**src/rtl/fabric_tag_arbiter_if.sv**
```systemverilog
// Handshake bundle for fabric_tag_arbiter: NUM_IN untagged input streams and one
// tagged output stream. The arbiter takes the slave side, the stream environment the master.
interface fabric_tag_arbiter_if #(
    parameter int NUM_IN     = 4,
    parameter int DATA_WIDTH = 32,
    parameter int TAG_WIDTH  = 4
);
    logic [NUM_IN-1:0]               in_valid;
    logic [NUM_IN-1:0]               in_ready;
    logic [NUM_IN*DATA_WIDTH-1:0]    in_data;
    logic                            out_valid;
    logic                            out_ready;
    logic [DATA_WIDTH+TAG_WIDTH-1:0] out_data;

    modport master (
        output in_valid, in_data, out_ready,
        input  in_ready, out_valid, out_data
    );

    modport slave (
        input  in_valid, in_data, out_ready,
        output in_ready, out_valid, out_data
    );
endinterface

```
**src/rtl/fabric_tag_arbiter.sv**
```systemverilog
// Round-robin arbiter sharing one registered, tagged output among NUM_IN input streams.
// Each winner's payload is prefixed with its configured tag from cfg_data.
module fabric_tag_arbiter #(
    parameter int NUM_IN     = 4,
    parameter int DATA_WIDTH = 32,
    parameter int TAG_WIDTH  = 4
) (
    input  logic                            clk,
    input  logic                            rst_n,
    input  logic [NUM_IN*(TAG_WIDTH+1)-1:0] cfg_data,
    fabric_tag_arbiter_if.slave             bus
);
    localparam int CONFIG_WIDTH = NUM_IN * (TAG_WIDTH + 1);
    localparam int SLOT_W       = TAG_WIDTH + 1;
    localparam int PTR_W        = (NUM_IN > 1) ? $clog2(NUM_IN) : 1;
    localparam int OUT_W        = DATA_WIDTH + TAG_WIDTH;

    generate
        if (NUM_IN < 2) begin : g_bad_num_in
            $fatal(1, "COMP_TAG_ARB_NUM_IN: NUM_IN must be >= 2");
        end
        if (DATA_WIDTH < 1) begin : g_bad_data_width
            $fatal(1, "COMP_TAG_ARB_DATA_WIDTH: DATA_WIDTH must be >= 1");
        end
        if (TAG_WIDTH < 1) begin : g_bad_tag_width
            $fatal(1, "COMP_TAG_ARB_TAG_WIDTH: TAG_WIDTH must be >= 1");
        end
        if (CONFIG_WIDTH != NUM_IN * SLOT_W) begin : g_bad_cfg_width
            $fatal(1, "COMP_TAG_ARB_CONFIG_WIDTH: inconsistent configuration width");
        end
    endgenerate

    logic [PTR_W-1:0]  rr_ptr_q, rr_ptr_d;
    logic              out_valid_q, out_valid_d;
    logic [OUT_W-1:0]  out_data_q, out_data_d;
    logic [NUM_IN-1:0] eligible;
    logic [NUM_IN-1:0] in_ready;
    logic              any_eligible;
    logic [PTR_W-1:0]  grant;
    logic              load_en;

    always_comb begin
        for (int i = 0; i < NUM_IN; i++) begin
            eligible[i] = bus.in_valid[i] && cfg_data[i*SLOT_W + TAG_WIDTH];
        end
    end

    // Scan from the farthest offset down so the eligible input nearest rr_ptr wins.
    always_comb begin
        // NOTE: every always_comb output gets a default first so no path can infer a latch.
        any_eligible = 1'b0;
        grant        = '0;
        for (int k = NUM_IN - 1; k >= 0; k--) begin
            if (eligible[(int'(rr_ptr_q) + k) % NUM_IN]) begin
                any_eligible = 1'b1;
                grant        = PTR_W'((int'(rr_ptr_q) + k) % NUM_IN);
            end
        end
    end

    always_comb begin
        load_en     = !out_valid_q || bus.out_ready;
        rr_ptr_d    = rr_ptr_q;
        out_valid_d = out_valid_q;
        out_data_d  = out_data_q;
        in_ready    = '0;
        if (load_en) begin
            out_valid_d = any_eligible;
            if (any_eligible) begin
                out_data_d = {cfg_data[int'(grant)*SLOT_W +: TAG_WIDTH],
                              bus.in_data[int'(grant)*DATA_WIDTH +: DATA_WIDTH]};
                rr_ptr_d   = (int'(grant) == NUM_IN - 1) ? '0 : grant + PTR_W'(1);
                // Gated by rst_n so no upstream sees a handshake while reset is held.
                in_ready[grant] = rst_n;
            end
        end
    end

    // NOTE: sequential state uses non-blocking assignments so all registers update together.
    always_ff @(posedge clk or negedge rst_n) begin
        if (!rst_n) begin
            rr_ptr_q    <= '0;
            out_valid_q <= 1'b0;
            out_data_q  <= '0;
        end else begin
            rr_ptr_q    <= rr_ptr_d;
            out_valid_q <= out_valid_d;
            out_data_q  <= out_data_d;
        end
    end

    assign bus.in_ready  = in_ready;
    assign bus.out_valid = out_valid_q;
    assign bus.out_data  = out_data_q;
endmodule

```
**src/flat_wrapper.sv**
```systemverilog
// flat-port wrapper written by rule: the top's interface ports become plain ports
module fabric_tag_arbiter_flat 
#(
    parameter int NUM_IN     = 4,
    parameter int DATA_WIDTH = 32,
    parameter int TAG_WIDTH  = 4
)
  (clk, rst_n, cfg_data, bus_in_valid, bus_in_data, bus_out_ready, bus_in_ready, bus_out_valid, bus_out_data);
  fabric_tag_arbiter_if #(.NUM_IN(NUM_IN), .DATA_WIDTH(DATA_WIDTH), .TAG_WIDTH(TAG_WIDTH)) bus_i ();
  input  logic clk;
  input  logic rst_n;
  input  logic [NUM_IN*(TAG_WIDTH+1)-1:0] cfg_data;
  input wire logic [$bits(bus_i.in_valid)-1:0] bus_in_valid;
  input wire logic [$bits(bus_i.in_data)-1:0] bus_in_data;
  input wire logic [$bits(bus_i.out_ready)-1:0] bus_out_ready;
  output wire logic [$bits(bus_i.in_ready)-1:0] bus_in_ready;
  output wire logic [$bits(bus_i.out_valid)-1:0] bus_out_valid;
  output wire logic [$bits(bus_i.out_data)-1:0] bus_out_data;
  assign bus_i.in_valid = bus_in_valid;
  assign bus_i.in_data = bus_in_data;
  assign bus_i.out_ready = bus_out_ready;
  assign bus_in_ready = bus_i.in_ready;
  assign bus_out_valid = bus_i.out_valid;
  assign bus_out_data = bus_i.out_data;
  fabric_tag_arbiter #(.NUM_IN(NUM_IN), .DATA_WIDTH(DATA_WIDTH), .TAG_WIDTH(TAG_WIDTH)) u_core (.clk(clk), .rst_n(rst_n), .cfg_data(cfg_data), .bus(bus_i));
endmodule
```
**config.mk**
```make
export PLATFORM = sky130hd
export DESIGN_NAME = fabric_tag_arbiter_flat
export DESIGN_NICKNAME = d
export VERILOG_FILES = /design/src/rtl/fabric_tag_arbiter_if.sv /design/src/rtl/fabric_tag_arbiter.sv /design/src/flat_wrapper.sv
export SDC_FILE = /design/constraint.sdc
export NUM_CORES = 1
export LEC_CHECK = 0
export BUFFER_PORTS_ARGS = -buffer_cell sky130_fd_sc_hd__buf_2
export CORE_UTILIZATION = 28
export DETAILED_ROUTE_END_ITERATION = 6
export PLACE_DENSITY = 0.64
export SYNTH_ARGS = -nofsm -noshare
export SYNTH_HDL_FRONTEND = slang
export SYNTH_SLANG_ARGS = --single-unit
```
**constraint.sdc**
```tcl
create_clock -name clk -period 5.35 [get_ports clk]
set_clock_uncertainty 0.1 [all_clocks]
set_input_delay 1.07 -clock clk [delete_from_list [all_inputs] [get_ports clk]]
set_output_delay 1.07 -clock clk [all_outputs]
set_load 0.02 [all_outputs]
```
==> results.ini <==
[finish]
layoutNonFillerInstCount=758
layout_common_cells=195 x buf_2, 75 x nand2_1, 42 x a211oi_1
nNetsFinal=737
layout-drive-gt1-share_pct=49.8
insertedDiodeCount=0
area.growth.synth_to_final_pct=29.6
final_common_cell=buf_2

[yosys]
synth-adder-area-share_pct=0.320
post_synth_inst_count=417
synth_top_family_by_area=compound AO/OA/AOI/OAI gates
syn_nets=573
yosys_reg_bits=39
yosysTopAreaCell=dfrtp_1
number_of_enable_type_register_cells_in_the_synthesized_netlist=0
synthesized_area_fraction_occupied_by_xor_and_xnor_cells_pct=0
synth_top_area_share_pct=25.0
synthSimpleGateAreaFrac_pct=14.7
synth-seq-area-share_pct=25.0
synth.top_cells.by_area=dfrtp_1 25%, a2111oi_2 11%, a211oi_2 9.6%
ys_dominant_reg_cell=dfrtp_1
postSynthAreaPerCell_um2=9.38
synth_compound_area_share_pct=42.0
ys_async_sr_fraction_pct=100
ys.warnings.count=0
synth.cell_area_mm2=0.00391
proportion_of_synthesized_area_in_mux_cells_pct=9.50
synth.lib_cells_used.distinct=45

[grt]
grt.total_usage_pct=18.6
grt_antenna_before_repair=0
first_global_vias=4113
grt_first_pass_wirelength_mm=21.3
grt_start_max_net_pins=41
grt-ovfl-total=0

[critical_path]
critical_path_peak_fanout=37
crit_path_top_delay_cell=buf_4
worst-path-buf-inv=4
endpoint_kind=primary output
worstRegToRegCells=5
cp_top_family=buffers and inverters
depth_of_the_critical_timing_path_with_buffers_and_inverters_included=9
timing.setup.critical_path_class=in -> out
data_required_critical_path_ns=4.18
cp_cell_sequence=buf_2 -> nand4b_2 -> buf_4 -> o311ai_1 -> nor2_4 -> buf_4 -> ha_1 -> and3_1 -> buf_2
worst-endpoint-arrival_ns=2.82
slowest_delay_ns=0.33
worstSetupStartpointType=input pin

[floorplanning]
dieHeight_um=120
chipWidth_um=120
core_region_area_mm2=0.0135
floorplan.initialDensity_pct=29.1
fp.dieArea_mm2=0.0144
rows=42
io_pins=196

[clock_network]
hold_buffers=0
cts.sinks=39
tritoncts.num_buffers=5
worst_skew_pair.late_latency_ns=0.29
max_root_sink_buffers=2
cts-resized-gates=0
ctsHtreeMaxLevel=2
cts_tree=yes
cts_post_setup_buffers_inserted=0
root_buf_cell=clkbuf_16
post_cts_clock_slew_at_the_launch_and_capture_registers_of_the_worst_setup_and_hold_paths_ns=0.06

[drt]
starting_drc_count_in_detailed_routing=176
route.detailed.wl_per_inst_um=17.6
routed_wl_mm=13.4
drcViolationCount=0
antenna_violating_nets_post_route=0
num_vias=4176
dr.pass1.iters=4
post_drt_via_cell_ratio=5.51

[power_and_ir_drop]
vdd_drop_max_v=0.000111
total_power_w=0.00165
power.leakage_nw=2.02
power.density_cell_area_mw_per_mm2=326

[placement]
global_placer_s_final_weighted_congestion=0.752
io_buffers=195
placed_cells=750
dp_wirelength_mm=9.92

[timing]
rsz0062_at_grt=false
timing_worst_slew_pin_value_ns=1.04
finalWorstPathRequiredPeriod_ns=3.99
final.setup.tns_ns=0
max_freq_mhz=251
timing_hold_violations_final=0
drv_slew=0
finalCritPeriodShare_pct=74.6
slew_headroom_pct=30.4
count_of_endpoints_failing_setup_in_the_final_report=0

[hold_path]
holdPathStages=2
worstHoldPathType=reg -> reg

[outcome]
run_status=finished, final reports clean

[run]
max_cap_viol_count=0

-- where the power goes --
| group | total [W] | switching, W | leakage, nW | internal [W] |
|---|---|---|---|---|
| Sequential | 0.000453 | 0.0000621 | 0.429 | 0.000390 |
| Combinational | 0.000836 | 0.000538 | 1.50 | 0.000298 |
| Clock | 0.000364 | 0.000132 | 0.0868 | 0.000232 |
| Total | 0.00165 | 0.000732 | 2.02 | 0.000921 |
-- area by class of cell --
type,count,area (um^2)
Sequential cell,39,976
Timing Repair Buffer,207,1070
Tap cell,176,220
Fill cell,1397,8390
Clock buffer,6,139
Inverter,2,8.76
Clock inverter,2,35.0
Multi-Input combinational cell,326,2620
-- flip-flops by register name, summed over array words and instances (netlist names) --
signal and flops:
u_core.bus.out_valid 1, u_core.bus.out_data 36, u_core.rr_ptr_q 2
-- worst reg2reg max path: stages (launching register included) --
cell       delay, ns
dfrtp_1         0.55
nand2_1         0.68
o311ai_0        0.60
a211oi_1        0.11
a2111oi_2       0.40
a211oi_2        0.08
-- layer usage --
metal / up-vias / part of all wire, % / global-route usage (%)
met5: - / 0 / 0
met4: 0 / 2.3 / 6.95
met3: 22 / 6.6 / 3.58
met2: 167 / 49 / 32.1
met1: 2007 / 42 / 22.8
li1: 1980 / - / -
-- path summary, 6_finish.rpt --
check / from / end / slack, ns
setup / recovery: cfg_data[14] / bus_in_ready[3] / 1.36
hold / removal: u_core.bus.out_data[5]$_DFFE_PN0P_ / u_core.bus.out_data[5]$_DFFE_PN0P_ / 0.46
hold reg to reg: u_core.bus.out_data[5]$_DFFE_PN0P_ / u_core.bus.out_data[5]$_DFFE_PN0P_ / 0.46
max in group asynchronous: rst_n / u_core.bus.out_data[24]$_DFFE_PN0P_ / 3.78
min in group asynchronous: rst_n / u_core.bus.out_data[13]$_DFFE_PN0P_ / 0.64
setup reg to reg: u_core.rr_ptr_q[1]$_DFFE_PN0P_ / u_core.bus.out_data[30]$_DFFE_PN0P_ / 2.68
-- Yosys cell counts (2+ instances only) --
master and instances:
nor3_1 2, nand3b_1 2, a21oi_1 2, o311ai_0 35
a211oi_2 30, and2_1 2, dfrtp_1 39, buf_4 3
a211oi_1 42, mux2i_1 36, buf_12 3, buf_6 8
nand2_1 76, a2111oi_2 29, buf_2 13, o311ai_1 3
clkbuf_1 21, a22oi_1 2, nand2_2 2, nor2_1 37
a2111oi_0 6
-- logic make-up after synthesis --
kind of cell             count (synthesis)
flip-flops                              39
AND/OR/NAND/NOR                        132
AO/OA/AOI/OAI                          156
buffers and inverters                   52
adder cells (fa/ha/maj)                  1
multiplexers                            37
-- stage by stage --
stage	instance area, um^2	hold slack [ns]	worst slack, ns	utilization, %
floorplan	3910	0.499	1.63	-
global placement	4890	0.443	1.41	36.4
detailed placement	4890	0.453	1.37	36.4
CTS	5070	0.463	1.37	37.7
global route	5070	0.483	1.24	37.7
finish	5070	0.457	1.36	37.7
No activity file was read; power rests on OpenSTA's default activity.
